--- src/rtl/branch_predictor_param_pkg.sv ---
// Shared types for the dynamic branch predictor: counter encodings, BTB entry, mode selectors.
// Pure declarations; no timing and no flow control.
package branch_predictor_param_pkg;

  typedef enum logic [1:0] {
    SNT = 2'b00,
    WNT = 2'b01,
    WT  = 2'b10,
    ST  = 2'b11
  } ctrStateT;

  localparam int MODE_BIMODAL = 0;
  localparam int MODE_GSHARE  = 1;

  // Entry fields are sized for the widest supported configuration; narrower
  // instances zero-extend on write so the upper bits stay constant.
  localparam int BTB_TAG_MAX = 32;
  localparam int BTB_TGT_MAX = 64;

  typedef struct packed {
    logic                   valid;
    logic                   isJump;
    logic [BTB_TAG_MAX-1:0] tag;
    logic [BTB_TGT_MAX-1:0] target;
  } btbEntryT;

endpackage

--- src/rtl/branch_predictor_param_sat_counter2.sv ---
// 2-bit saturating counter next-state function; purely combinational, zero latency.
// No handshake: the caller chooses when the result is written back.
module sat_counter2
  import branch_predictor_param_pkg::*;
(
  input  logic [1:0] cnt,
  input  logic       taken,
  output logic [1:0] cntNext
);

  always_comb begin
    cntNext = cnt;
    if (taken) begin
      if (cnt != ST) cntNext = cnt + 2'd1;
    end else if (cnt != SNT) begin
      cntNext = cnt - 2'd1;
    end
  end

endmodule

--- src/rtl/branch_predictor_param.sv ---
// Bimodal/gshare direction predictor with direct-mapped BTB; lookup and mispredict are combinational, training commits on clk.
// No backpressure: every upd_valid cycle is accepted; lookups never stall.
module branch_predictor_param
  import branch_predictor_param_pkg::*;
#(
  parameter int XLEN    = 32,
  parameter int PHT_IDX = 6,
  parameter int BTB_IDX = 4,
  parameter int TAG_W   = 8,
  parameter int GHR_W   = 6,
  parameter int MODE    = 1,
  parameter int CNT_W   = 16
) (
  input  logic            clk,
  input  logic            rst,
  input  logic [XLEN-1:0] pc_f,
  output logic            pred_taken_f,
  output logic [XLEN-1:0] pred_target_f,
  input  logic            upd_valid,
  input  logic [XLEN-1:0] upd_pc,
  input  logic            upd_is_branch,
  input  logic            upd_is_jump,
  input  logic            upd_taken,
  input  logic [XLEN-1:0] upd_target,
  input  logic            upd_pred_taken,
  input  logic [XLEN-1:0] upd_pred_target,
  output logic            mispredict_e,
  output logic [XLEN-1:0] redirect_pc_e,
  output logic [CNT_W-1:0] stat_branches,
  output logic [CNT_W-1:0] stat_mispredicts
);

  localparam int PHT_N = 2 ** PHT_IDX;
  localparam int BTB_N = 2 ** BTB_IDX;

  logic     [PHT_N-1:0][1:0] pht;
  btbEntryT [BTB_N-1:0]      btb;
  logic [GHR_W-1:0]          ghr;
  logic [CNT_W-1:0]          branchCnt;
  logic [CNT_W-1:0]          mispCnt;

  function automatic logic [PHT_IDX-1:0] phtIndex(input logic [XLEN-1:0] pc,
                                                  input logic [GHR_W-1:0] hist);
    logic [PHT_IDX-1:0] idx;
    idx = pc[PHT_IDX+1:2];
    if (MODE == MODE_GSHARE) idx = idx ^ PHT_IDX'(hist);
    return idx;
  endfunction

  logic [BTB_IDX-1:0] lookBtbIdx, updBtbIdx;
  logic [TAG_W-1:0]   lookTag, updTag;
  logic [PHT_IDX-1:0] lookPhtIdx, updPhtIdx;
  btbEntryT           lookEntry;
  logic               lookHit;
  logic [1:0]         phtCur, phtNext;
  logic               writeBtb, killBtb;

  assign lookBtbIdx = pc_f[BTB_IDX+1:2];
  assign lookTag    = pc_f[TAG_W+BTB_IDX+1:BTB_IDX+2];
  assign lookPhtIdx = phtIndex(pc_f, ghr);
  assign lookEntry  = btb[lookBtbIdx];
  assign lookHit    = lookEntry.valid && (lookEntry.tag == BTB_TAG_MAX'(lookTag));

  // Jumps in the BTB redirect unconditionally; branches follow the PHT.
  assign pred_taken_f  = lookHit && (lookEntry.isJump || pht[lookPhtIdx][1]);
  assign pred_target_f = pred_taken_f ? XLEN'(lookEntry.target) : pc_f + XLEN'(4);

  assign updBtbIdx = upd_pc[BTB_IDX+1:2];
  assign updTag    = upd_pc[TAG_W+BTB_IDX+1:BTB_IDX+2];
  assign updPhtIdx = phtIndex(upd_pc, ghr);
  assign phtCur    = pht[updPhtIdx];

  sat_counter2 uPhtNext (
    .cnt     (phtCur),
    .taken   (upd_taken),
    .cntNext (phtNext)
  );

  assign mispredict_e  = upd_valid &&
                         ((upd_taken != upd_pred_taken) ||
                          (upd_taken && (upd_target != upd_pred_target)));
  assign redirect_pc_e = upd_taken ? upd_target : upd_pc + XLEN'(4);

  assign writeBtb = (upd_is_branch && upd_taken) || upd_is_jump;
  // A non-control instruction that hit in the BTB is an alias; evict it.
  assign killBtb  = !upd_is_branch && !upd_is_jump && upd_pred_taken;

  always_ff @(posedge clk or posedge rst) begin
    if (rst) begin
      pht       <= {PHT_N{WNT}};
      btb       <= '0;
      ghr       <= '0;
      branchCnt <= '0;
      mispCnt   <= '0;
    end else if (upd_valid) begin
      if (upd_is_branch) begin
        pht[updPhtIdx] <= phtNext;
        ghr            <= GHR_W'({ghr, upd_taken});
      end
      if (writeBtb) begin
        btb[updBtbIdx] <= '{valid:  1'b1,
                            isJump: upd_is_jump,
                            tag:    BTB_TAG_MAX'(updTag),
                            target: BTB_TGT_MAX'(upd_target)};
      end else if (killBtb) begin
        btb[updBtbIdx].valid <= 1'b0;
      end
      if ((upd_is_branch || upd_is_jump) && (branchCnt != '1))
        branchCnt <= branchCnt + CNT_W'(1);
      if (mispredict_e && (mispCnt != '1))
        mispCnt <= mispCnt + CNT_W'(1);
    end
  end

  assign stat_branches    = branchCnt;
  assign stat_mispredicts = mispCnt;

  logic unusedBits;
  assign unusedBits = ^{lookEntry, ghr};

endmodule
--- config.mk ---
export PLATFORM = sky130hd
export DESIGN_NAME = branch_predictor_param
export DESIGN_NICKNAME = d
export VERILOG_FILES = /design/src/rtl/branch_predictor_param_pkg.sv /design/src/rtl/branch_predictor_param_sat_counter2.sv /design/src/rtl/branch_predictor_param.sv
export SDC_FILE = /design/constraint.sdc
export NUM_CORES = 2
export LEC_CHECK = 0
export BUFFER_PORTS_ARGS = -buffer_cell sky130_fd_sc_hd__buf_2
export CORE_MARGIN = 3
export CORE_UTILIZATION = 50
export DETAILED_ROUTE_END_ITERATION = 7
export PLACE_DENSITY = 0.72
export SLEW_MARGIN = 15
export SYNTH_ARGS = -nofsm -noshare
export SYNTH_HDL_FRONTEND = slang
export SYNTH_SLANG_ARGS = --single-unit
--- constraint.sdc ---
create_clock -name clk -period 60.2 [get_ports clk]
set_clock_uncertainty 0.1 [all_clocks]
set_input_delay 3.01 -clock clk [delete_from_list [all_inputs] [get_ports clk]]
set_output_delay 3.01 -clock clk [all_outputs]
set_load 0.005 [all_outputs]
==> qor.csv <==
metric;value;unit
worstPathArrival;8.54;ns
synth_area;40400;µm²
fmaxAchievable;85.8;MHz
drive_gt1_share;44.5;%
die-area;84300;µm²
place_congestion;0.918;
timing.setup.tns;0;ns
fillers;6236;
status;completed;
pin_count;233;
htree_num_levels;3;
remaining_drc_errors;0;
vias_per_cell;6.20;
fp.dieW;290;µm
dp_slack;48.47;ns
setup_ws;48.55;ns
drt_first_pass_iters;5;
grt_use_total;26.3;%
grt_pass1_wl;171000;µm
port_buffers;232;
yosysSeqAreaShare;52.1;%
min_path_type;flop to flop;
overflow;0;
post_cts_resize_count;0;
drt_iter0_drc;2144;
period_needed;11.65;ns
slew_viol_final;0;
whs;0.366;ns
p_leak;0.0200;µW
power;1740;µW
numCtsBuffers;88;
ir_drop;0.0000258;V
power_density;38.3;nW/µm²
finalCritPeriodShare;19.4;%
syn_to_final_growth;12.5;%
crit_fanout;50;
yosysWarnings;0;
ant_nets;0;
hold_violations;0;
postCtsSetupRepairBufs;0;
crit_path_end_kind;primary output;
worstPathRequired;57.09;ns
cts.sinks;838;
maxCapViolCount;0;
cts_hold_buf;0;
syn_inst;2992;
setup_violations;0;
syn_area_per_cell;13.5;µm²
relSlewSlack;23.0;%
design_area;45500;µm²
coreArea;79500;µm²
nets;3253;
crit_type;input pin to primary output;
rows;103;
path_clk_slew;0.05;ns
synth_edf_count;0;
synth_flop_cell;dfrtp_1;
cts-root-buf;clkbuf_16;
syn_nets;3135;
clkLatencyLatePin;0.66;ns
place_area;42400;µm²
wl;111000;µm
wire_per_inst;26.2;µm
synthDistinctLibCells;57;
cts_tree;done;
ys_ff_latch;838;
grt_pass1_vias;27600;
dp_hpwl;68800;µm
setup.worst_path.start_class;input pin;
initial_core_util;50.8;%
grt_setup_unrepaired;no;
antenna_found_initial;7;
worstMarginPinSlew;1.16;ns
die_h;290;µm
grt_max_degree;203;
cts_buffer_depth;3;
vias;26300;
async_flop_share;100;%
-- worst max-delay path, stage by stage --
cell	delay (ns)
buf_8	0.41
buf_4	0.82
buf_4	0.76
mux4_2	0.60
mux4_2	0.50
xnor2_1	0.17
nand4_1	0.16
nor3_1	0.28
o31a_2	0.75
buf_4	0.49
mux2_4	0.33
buf_2	0.13
-- where the power goes --
part           switching (µW)  internal, µW
Clock                     232           329
Combinational             190           193
Sequential               84.5           713
-- cell usage after synthesis, types with 5 or more instances --
cell type | count | share of area [%]
and3_1 | 22 | 0.34
a22o_1 | 6 | 0.13
o22ai_1 | 5 | 0.077
o21ai_0 | 184 | 2.3
mux2i_1 | 13 | 0.32
xor2_1 | 69 | 1.5
a22oi_1 | 9 | 0.17
mux2_4 | 7 | 0.26
inv_1 | 16 | 0.15
buf_1 | 63 | 0.58
nand4_1 | 22 | 0.34
dfstp_2 | 64 | 4.2
mux2_2 | 669 | 19
dfrtp_1 | 774 | 48
nor4_1 | 9 | 0.14
ha_1 | 8 | 0.25
xnor2_1 | 71 | 1.5
nor2b_1 | 5 | 0.077
a21oi_1 | 6 | 0.074
o21ai_1 | 26 | 0.32
mux4_2 | 235 | 13
nor3_1 | 18 | 0.22
nand2_1 | 339 | 3.1
nor2_1 | 63 | 0.58
buf_2 | 20 | 0.25
a221oi_1 | 17 | 0.37
nand3_1 | 40 | 0.50
o221ai_1 | 6 | 0.13
clkbuf_1 | 163 | 1.5
-- area by class of cell --
cell class,count,area [µm²],share of cell area (%)
Inverter,16,67.6,0.149
Tap cell,1050,1310,2.89
Antenna cell,5,12.5,0.0275
Sequential cell,838,21100,46.3
Timing Repair Buffer,277,1560,3.43
Multi-Input combinational cell,1889,18500,40.6
Clock inverter,28,388,0.853
Clock buffer,135,2630,5.78
-- routing by layer --
| metal | global-route usage [%] | share of wire, % | vias to the layer above |
|---|---|---|---|
| li1 | - | - | 11100 |
| met1 | 35.4 | 40 | 13900 |
| met2 | 43.0 | 48 | 1031 |
| met3 | 5.20 | 7.3 | 262 |
| met4 | 9.36 | 3.7 | 2 |
| met5 | 0 | 0.0081 | - |
-- cell families after synthesis --
logic type | after synthesis | share of synthesized area [%]
compound gates | 282 | 4.03
xor+xnor | 143 | 3.15
fa+ha+maj | 10 | 0.300
buf+inv | 265 | 2.57
flops | 838 | 52.1
mux | 924 | 32.3
simple gates | 530 | 5.58
-- registers in the layout (all words and copies together), names as in the netlist --
signal	count
btb	672
ghr	6
pht	128
stat_branches	16
stat_mispredicts	16
-- worst paths after layout --
kind                                startpoint                     to  slack [ns]  depth (start not counted)
setup / recovery                       pc_f[2]      pred_target_f[13]       48.55                         12
min in group asynchronous                  rst  btb[1276]$_DFFE_PP0P_        2.45                          2
setup reg to reg            ghr[2]$_DFFE_PP0P_    pht[39]$_DFFE_PP0P_       55.60                          9
hold reg to reg            pht[36]$_DFFE_PP1P_    pht[36]$_DFFE_PP1P_        0.37                          2
max in group asynchronous                  rst  btb[1300]$_DFFE_PP0P_       55.06                          4
hold / removal             pht[36]$_DFFE_PP1P_    pht[36]$_DFFE_PP1P_        0.37                          2
-- cells in the final DEF (no fill, tap or decap), types with 7 or more instances in the layout --
cell type / netlist / final
clkbuf_1: 163 / 24
clkbuf_16: 0 / 90
clkinv_2: 0 / 15
xnor2_1: 71 / 70
ha_1: 8 / 8
o21ai_1: 26 / 26
inv_1: 16 / 15
dfrtp_1: 774 / 774
nor2_1: 63 / 60
mux4_2: 235 / 235
a22oi_1: 9 / 9
buf_4: 1 / 44
buf_2: 20 / 228
xor2_1: 69 / 68
mux2_2: 669 / 669
a221oi_1: 17 / 17
nand2_1: 339 / 328
mux2_4: 7 / 7
nor4_1: 9 / 8
clkbuf_8: 0 / 22
nand2_2: 0 / 11
nand3_1: 40 / 40
o21ai_0: 184 / 184
dfstp_2: 64 / 64
nor3_1: 18 / 16
and3_1: 22 / 21
mux2i_1: 13 / 13
nand4_1: 22 / 22
-- per-stage QoR --
stage	std cells	util (%)
global placement	4070	53.4
CTS	4233	57.2
floorplan	2992	-
global route	4234	57.2
detailed placement	4070	53.4
finish	4238	57.2
Note: power is estimated with default switching activity, not from simulation.
